--- src/rtl/shared_reg_arb_pkg.sv ---
// Shared types for the round-robin shared-register arbiter:
// FSM state encoding, index width helper and the requester index type.
package shared_reg_arb_pkg;

    // Largest supported requester count; idx_t is sized for it.
    localparam int MAX_REQ = 16;

    function automatic int clog2(input int n);
        int r;
        r = 0;
        for (int v = 1; v < n; v = v * 2) begin
            r = r + 1;
        end
        return r;
    endfunction

    localparam int IDX_W = clog2(MAX_REQ);

    typedef logic [IDX_W-1:0] idx_t;

    typedef enum logic {
        ST_IDLE,
        ST_GRANT
    } state_t;

endpackage

--- src/rtl/rr_pick.sv ---
// Combinational round-robin picker: searches req starting at ptr,
// wrapping; outputs valid, winner index and one-hot winner mask.
module rr_pick
    import shared_reg_arb_pkg::*;
#(
    parameter int N_REQ = 4
) (
    input  logic [N_REQ-1:0] req,
    input  idx_t             ptr,
    output logic             valid,
    output idx_t             idx,
    output logic [N_REQ-1:0] onehot
);

    logic [N_REQ-1:0] rot;

    always_comb begin
        int sel;
        int sum;
        // Rotate so that bit 0 is the requester at ptr.
        rot   = N_REQ'({req, req} >> ptr);
        valid = 1'b0;
        sel   = 0;
        for (int k = N_REQ - 1; k >= 0; k--) begin
            if (rot[k]) begin
                valid = 1'b1;
                sel   = k;
            end
        end
        sum = int'(ptr) + sel;
        if (sum >= N_REQ) begin
            sum = sum - N_REQ;
        end
        idx    = idx_t'(sum);
        onehot = valid ? (N_REQ'(1) << idx) : '0;
    end

endmodule

--- src/rtl/shared_reg_arbiter.sv ---
// Round-robin arbiter sharing one WIDTH-bit register (Q/Q_n) among
// N_REQ requesters. Ports: CLK, RST (sync, active-high), REQ, WDATA,
// GNT (one-hot, registered), Q, Q_n, BUSY, WR_STB, WR_CNT.
module shared_reg_arbiter
    import shared_reg_arb_pkg::*;
#(
    parameter int N_REQ = 4,
    parameter int WIDTH = 8,
    parameter int CNT_W = 8
) (
    input  logic                   CLK,
    input  logic                   RST,
    input  logic [N_REQ-1:0]       REQ,
    input  logic [N_REQ*WIDTH-1:0] WDATA,
    output logic [N_REQ-1:0]       GNT,
    output logic [WIDTH-1:0]       Q,
    output logic [WIDTH-1:0]       Q_n,
    output logic                   BUSY,
    output logic                   WR_STB,
    output logic [CNT_W-1:0]       WR_CNT
);

    state_t           state, state_nxt;
    idx_t             ptr, ptr_nxt;
    logic [N_REQ-1:0] gnt_nxt;
    logic [WIDTH-1:0] q_nxt, qn_nxt, wsel;
    logic             stb_nxt;
    logic [CNT_W-1:0] cnt_nxt;
    logic             pick_valid;
    idx_t             pick_idx;
    logic [N_REQ-1:0] pick_oh;
    logic             commit;

    rr_pick #(.N_REQ(N_REQ)) u_pick (
        .req    (REQ),
        .ptr    (ptr),
        .valid  (pick_valid),
        .idx    (pick_idx),
        .onehot (pick_oh)
    );

    // GNT is the latched one-hot winner, so it doubles as the data mux select.
    always_comb begin
        wsel = '0;
        for (int i = 0; i < N_REQ; i++) begin
            if (GNT[i]) begin
                wsel = WDATA[i*WIDTH +: WIDTH];
            end
        end
    end

    // Winner still requesting at the end of GRANT means the write commits.
    assign commit = |(REQ & GNT);
    assign BUSY   = (state == ST_GRANT);

    always_comb begin
        state_nxt = state;
        ptr_nxt   = ptr;
        gnt_nxt   = GNT;
        q_nxt     = Q;
        qn_nxt    = Q_n;
        stb_nxt   = 1'b0;
        cnt_nxt   = WR_CNT;
        unique case (1'b1)
            (state == ST_IDLE): begin
                gnt_nxt = '0;
                if (pick_valid) begin
                    gnt_nxt   = pick_oh;
                    ptr_nxt   = (pick_idx == idx_t'(N_REQ - 1)) ?
                                '0 : pick_idx + 1'b1;
                    state_nxt = ST_GRANT;
                end
            end
            (state == ST_GRANT): begin
                gnt_nxt   = '0;
                state_nxt = ST_IDLE;
                if (commit) begin
                    q_nxt   = wsel;
                    qn_nxt  = ~wsel;
                    stb_nxt = 1'b1;
                    cnt_nxt = WR_CNT + 1'b1;
                end
            end
            default: begin
                gnt_nxt   = '0;
                state_nxt = ST_IDLE;
            end
        endcase
    end

    always_ff @(posedge CLK) begin
        if (RST) begin
            state  <= ST_IDLE;
            ptr    <= '0;
            GNT    <= '0;
            Q      <= '0;
            Q_n    <= '1;
            WR_STB <= 1'b0;
            WR_CNT <= '0;
        end else begin
            state  <= state_nxt;
            ptr    <= ptr_nxt;
            GNT    <= gnt_nxt;
            Q      <= q_nxt;
            Q_n    <= qn_nxt;
            WR_STB <= stb_nxt;
            WR_CNT <= cnt_nxt;
        end
    end

endmodule

--- config.mk ---
export PLATFORM = sky130hd
export DESIGN_NAME = shared_reg_arbiter
export DESIGN_NICKNAME = d
export VERILOG_FILES = /design/src/rtl/shared_reg_arb_pkg.sv /design/src/rtl/rr_pick.sv /design/src/rtl/shared_reg_arbiter.sv
export SDC_FILE = /design/constraint.sdc
export NUM_CORES = 1
export LEC_CHECK = 0
export BUFFER_PORTS_ARGS = -buffer_cell sky130_fd_sc_hd__buf_4
export CAP_MARGIN = 5
export CORE_MARGIN = 1
export CORE_UTILIZATION = 40
export DETAILED_ROUTE_END_ITERATION = 10
export HOLD_SLACK_MARGIN = 0.1
export PLACE_DENSITY_LB_ADDON = 0.08
export SYNTH_ARGS = -nofsm -noshare
export SYNTH_HDL_FRONTEND = slang
export SYNTH_SLANG_ARGS = --single-unit
--- constraint.sdc ---
create_clock -name CLK -period 10.4 [get_ports CLK]
set_input_delay 0.52 -clock CLK [delete_from_list [all_inputs] [get_ports CLK]]
set_output_delay 0.52 -clock CLK [all_outputs]
set_load 0.01 [all_outputs]
[After elaboration in Yosys (flattened, before gate mapping)]
Cells that the tools add are included.
Storage, ports and cells
  flip-flop bits (word level): 34
Operators by class
  add/sub/neg operators: 4
  $lt $le $gt $ge: 1
  equal/unequal tests: 1
  shift-type cells: 2
  mux-type cells: 16
  bitwise gates (word level): 4
  reductions and logical operators: 6
Operator list (count)
  $mux W8: 4
  $add A8 B1 Y8 const B: 1
  $mux W2: 4
  $mux W4: 2
  $not A8 Y8: 1
  $shr A8 B4 Y4: 1
  $mux W1: 6
  $add A4 B2 Y5: 1
  $ge A5 B3 Y1 const B: 1
  $add A4 B1 Y4 const B: 1
  $and A4 B4 Y4: 1
  $eq A4 B2 Y1 const B: 1
  $reduce_and A2 Y1: 2
  $reduce_or A2 Y1: 2
  $reduce_or A4 Y1: 1
  $shl A1 B4 Y4 const A: 1
  $sub A4 B4 Y4 const B: 1
  $reduce_or A3 Y1: 1
  $not A1 Y1: 2

[Longest topological paths before layout]
  word-level depth: 10
  depth in mapped cells: 15
  depth with buffers taken out: 13

[Cells and area by module]
From an unflattened synthesis, not the netlist that was laid out.
Second synthesis, totals
  cell total of the unflattened synthesis: 245
  area total of the unflattened synthesis: 2077.0 um^2
Modules (own cells, without submodules)
  shared_reg_arbiter: instances 1, cells an instance 168, area each 1498.9 um^2
  rr_pick: instances 1, cells an instance 77, area each 578.1 um^2

[Worst setup path after synthesis]
OpenSTA, ideal clock, no wires.
  path type: input-to-reg
  start: input port REQ[2]
  end: register ptr[3]
  setup time: 0.116 ns
  arrival time: 3.369 ns
  required time: 10.284 ns
  setup slack: 6.915 ns
  stages on the path: 14
  cell sequence: buf_4 > o32a_2 > o21ai_0 > nor4b_1 > ha_1 > inv_1 > fa_1 > clkbuf_1 > xnor2_1 > ha_1 > a21o_1 > o311ai_0 > nand2_1 > a41o_1
On the way
  longest elaborated chain between the ends: 10
Ends and longest elaborated chain
  from (decl): line shared_reg_arbiter.sv:13  | input logic [N_REQ-1:0] REQ,
  $shr A8 B4 Y4 (*): line rr_pick.sv:21  | rot = N_REQ'({req, req} >> ptr);
  $mux W2 (4 in series): line rr_pick.sv:25  | if (rot[k]) begin
  $add A4 B2 Y5: line rr_pick.sv:30  | sum = int'(ptr) + sel;
  $sub A4 B4 Y4 or $ge A5 B3 Y1 (tied branches): line rr_pick.sv:32, rr_pick.sv:31
  $mux W4: line rr_pick.sv:31  | if (sum >= N_REQ) begin
  $add A4 B1 Y4 or $eq A4 B2 Y1 (tied branches): line shared_reg_arbiter.sv:70, shared_reg_arbiter.sv:69
  $mux W4: line shared_reg_arbiter.sv:69  | ptr_nxt = (pick_idx == idx_t'(N_REQ - 1)) ?
  to (signal assigned): line shared_reg_arbiter.sv:102  | ptr <= ptr_nxt;
  to (decl): line shared_reg_arbiter.sv:24  | idx_t ptr, ptr_nxt;
Every way passes the cells marked *; elsewhere a longest branch is shown, timed or not.
A chain may end at the register's enable or synchronous reset.

[Worst setup path after layout]
  start: register ptr[2]
  end: register ptr[3]
On the way
  longest elaborated chain between the ends: 10
Ends and longest elaborated chain (line)
  $shr A8 B4 Y4: rr_pick.sv:21
  $mux W2 (4 in series): rr_pick.sv:25
  $add A4 B2 Y5: rr_pick.sv:30
  $sub A4 B4 Y4 or $ge A5 B3 Y1 (tied branches): rr_pick.sv:32, rr_pick.sv:31
  $mux W4: rr_pick.sv:31
  $add A4 B1 Y4 or $eq A4 B2 Y1 (tied branches): shared_reg_arbiter.sv:70, shared_reg_arbiter.sv:69
  $mux W4: shared_reg_arbiter.sv:69
Several ways; a longest one is shown, not always the timed one.

==> metrics <==
Num CTS Buffers 5; Setup TNS Final 0 ps; fin crit period ~3600 ps; Post-Syn Instances 225; Max IR drop VDD roughly 0.00011 V; num rows 25; area delta synth->final 30.2%; Synth top cells by count dfxtp_1, nor2_1, nand2_1; HPWL after detailed placement around 3600 um; GP Congestion 0.773; DR WL met2 between 2000 and 2500 um; number of diodes 0; sequential area share after synthesis approximately 34%; Layout Cells excl Fill approximately 350; Crit. End Element flip-flop; Met1 Routed Length 2250 um; Top Metal Used met4; final core occ around 54%; worst reg2reg endpoint ptr[3]$_SDFFE_PP0P_; vias per std cell 5.35; initial DRC count 43; worst rel slew slack between 20% and 30%; top post-synthesis cells by area dfxtp_1, o311a_1, a211o_1, nor2_1, ha_1; r2r worst-path depth 12; PortBufs 67; DIE AREA approximately 0.0052 mm2; HP Class flip-flop to flip-flop; largest net degree at the start of global routing 35; first-pass GRT wire length roughly 8000 um; post-synthesis sequential element count 34; post-layout net count between 300 and 400; Die W between 70 and 80 um; DR vias 1866; largest area contributor in the netlist dfxtp_1; Pre-antenna DRT Iters 4; Initial Utilization a little over two fifths; GR Overflow Total 0; pwr dens around 240 mW/mm2; status completed; Leak 1.09 nW; reg-to-reg slack, setup between 6000 and 7000 ps; Die Span Y 72.3 um; Setup crit start ptr[2]$_SDFFE_PP0P_; max incr delay on CP about 500 ps; Slew Viols, Final 0; syn nets 270; vias in the first global route between 1.5k and 2k; share of layout cells above drive strength 1 29.1%; Max Fclk between 200 and 300 MHz; # DRC 0; initial antenna violation count 0; wire length on met3 186 um; Reg-to-Reg Start ptr[2]$_SDFFE_PP0P_; Sink Count 34; # Post-CTS Setup Buffers 0; WP data required 10580 ps; Routed Antenna Nets 0; crit path capture ptr[3]$_SDFFE_PP0P_; Skew-Pair Late Insertion Delay ~290 ps; Post-Syn Area per Cell between 8 and 9 um2; Ports 68; asr flop ratio synth 0%; dpl ws around 6600 ps; main flop type after synthesis dfxtp_1; most used cell, CP ha_1; Fin Clk Skew between 2 and 3 ps; Mapped Area 0.00197 mm2; CTS resizes 0; fin crit share a little over a third; Placed Instance Area roughly 0.0025 mm2; root buffer cell clkbuf_8; critical path peak fanout 12; Final Hold Viols 0; CP Class flip-flop to flip-flop; All-Layer GR Usage approximately a fifth; total wire length 4940 um; crit path DAT 3790 ps; Finished Cell Area around 0.0026 mm2; cells along the critical path o32a_2 -> o21ai_0 -> nor4b_1 -> ha_1 -> inv_1 -> fa_1 -> xnor2_1 -> ha_1 -> a21o_1 -> o311ai_0 -> nand2_1 -> a41o_1; Clock Pin Slew Worst Setup and Hold Paths about 70 ps; CTS Hold Bufs 0; core box area approximately 0.0047 mm2; Final WS setup 6790 ps; # setup viols final 0; most common cell in the netlist dfxtp_1; CTS tree done; H-tree depth 2; max cap viols 0; share of the synthesized area in the top cell type roughly 34%; Yosys cell types 52; Routed wire per std cell ~14 um; RSZ-0062 raised after global routing no; Worst Tran Pin Value approximately 1000 ps; Max Root-Sink Buffers 2; Slowest cell on crit path fa_1; synth warn 0; cell count after placement 341; Filler Cell Count 466; startpoint types flip-flop; number of synthesized flops with an enable pin 0
[cell usage in the layout, fill, tap and decap left out, drive strengths merged, types with 3 or more instances in the layout]
cell	n
a21oi	6
clkbuf	6
buf	67
nand2b	6
dfxtp	34
nor2b	10
nand2	17
xor2	5
o311a	10
inv	9
or4	3
ha	6
nor2	21
o211ai	3
nor4	3
nor3	12
o21ai	3
a221oi	7
mux2i	5
a211o	9
[layout make-up]
| type | count | area, um2 | share of cell area, % |
|---|---|---|---|
| multi-input combinational | 164 | 1170 | 45.7 |
| sequential | 34 | 681 | 26.5 |
| timing repair buffer | 67 | 503 | 19.6 |
| tap | 67 | 83.8 | 3.26 |
| clock buffer | 6 | 82.6 | 3.21 |
| inverter | 9 | 33.8 | 1.31 |
| clock inverter | 2 | 12.5 | 0.487 |
[how the worst min path moves through the flow]
stage / startpoint / to / slack, ps / depth (start not counted)
6_report: Q_n[1]$_SDFFE_PP1P_ / Q_n[1]$_SDFFE_PP1P_ / 470 / 1
5_1_grt: Q_n[3]$_SDFFE_PP1P_ / Q_n[3]$_SDFFE_PP1P_ / 480 / 1
4_1_cts: Q_n[6]$_SDFFE_PP1P_ / Q_n[6]$_SDFFE_PP1P_ / 470 / 1
3_5_place_dp: Q_n[2]$_SDFFE_PP1P_ / Q_n[2]$_SDFFE_PP1P_ / 450 / 1
3_3_place_gp: Q_n[4]$_SDFFE_PP1P_ / Q_n[4]$_SDFFE_PP1P_ / 450 / 1
2_1_floorplan: WR_CNT[7]$_SDFFE_PP0P_ / WR_CNT[7]$_SDFFE_PP0P_ / 500 / 2
[power breakdown]
group	internal (mW)	switching (mW)
Sequential	0.159	0.0472
Clock	0.0532	0.0509
Combinational	0.150	0.155
Total	0.362	0.253
[through the flow]
stage	total power, mW	hold WS [ps]
after floorplan	0.422	496
final	0.615	467
after CTS	0.622	472
after global placement	0.513	447
after global routing	0.665	484
after detailed placement	0.516	454
[per-layer routing]
metal	up-vias	track usage, %
met5	-	0
met4	0	5.88
met1	875	24.0
li1	944	-
met2	41	32.9
met3	6	4.58
[state kept, by name, indices dropped and copies added (netlist names)]
| register | cells |
|---|---|
| Q | 8 |
| Q_n | 8 |
| WR_CNT | 8 |
| GNT | 4 |
| ptr | 4 |
| BUSY | 1 |
| WR_STB | 1 |
[cells by family after synthesis]
| group | count (synthesis) | share of synthesized area, % |
|---|---|---|
| xor+xnor | 7 | 3.11 |
| simple gates | 86 | 22.7 |
| fa+ha+maj | 7 | 4.82 |
| buf+inv | 27 | 6.02 |
| flops | 34 | 34.5 |
| compound gates | 59 | 26.4 |
| mux | 5 | 2.53 |
[worst max-delay path, delay by kind of cell, from the launching register on]
family	cells	cell delay, ps
AOI/OAI and AO/OA	5	1400
xor gates and xnor gates	1	200
adders and majority gates	3	950
buffers and inverters	1	50
DFF	1	440
and+or+nand+nor	2	470
(Power assumes the default switching activity.)
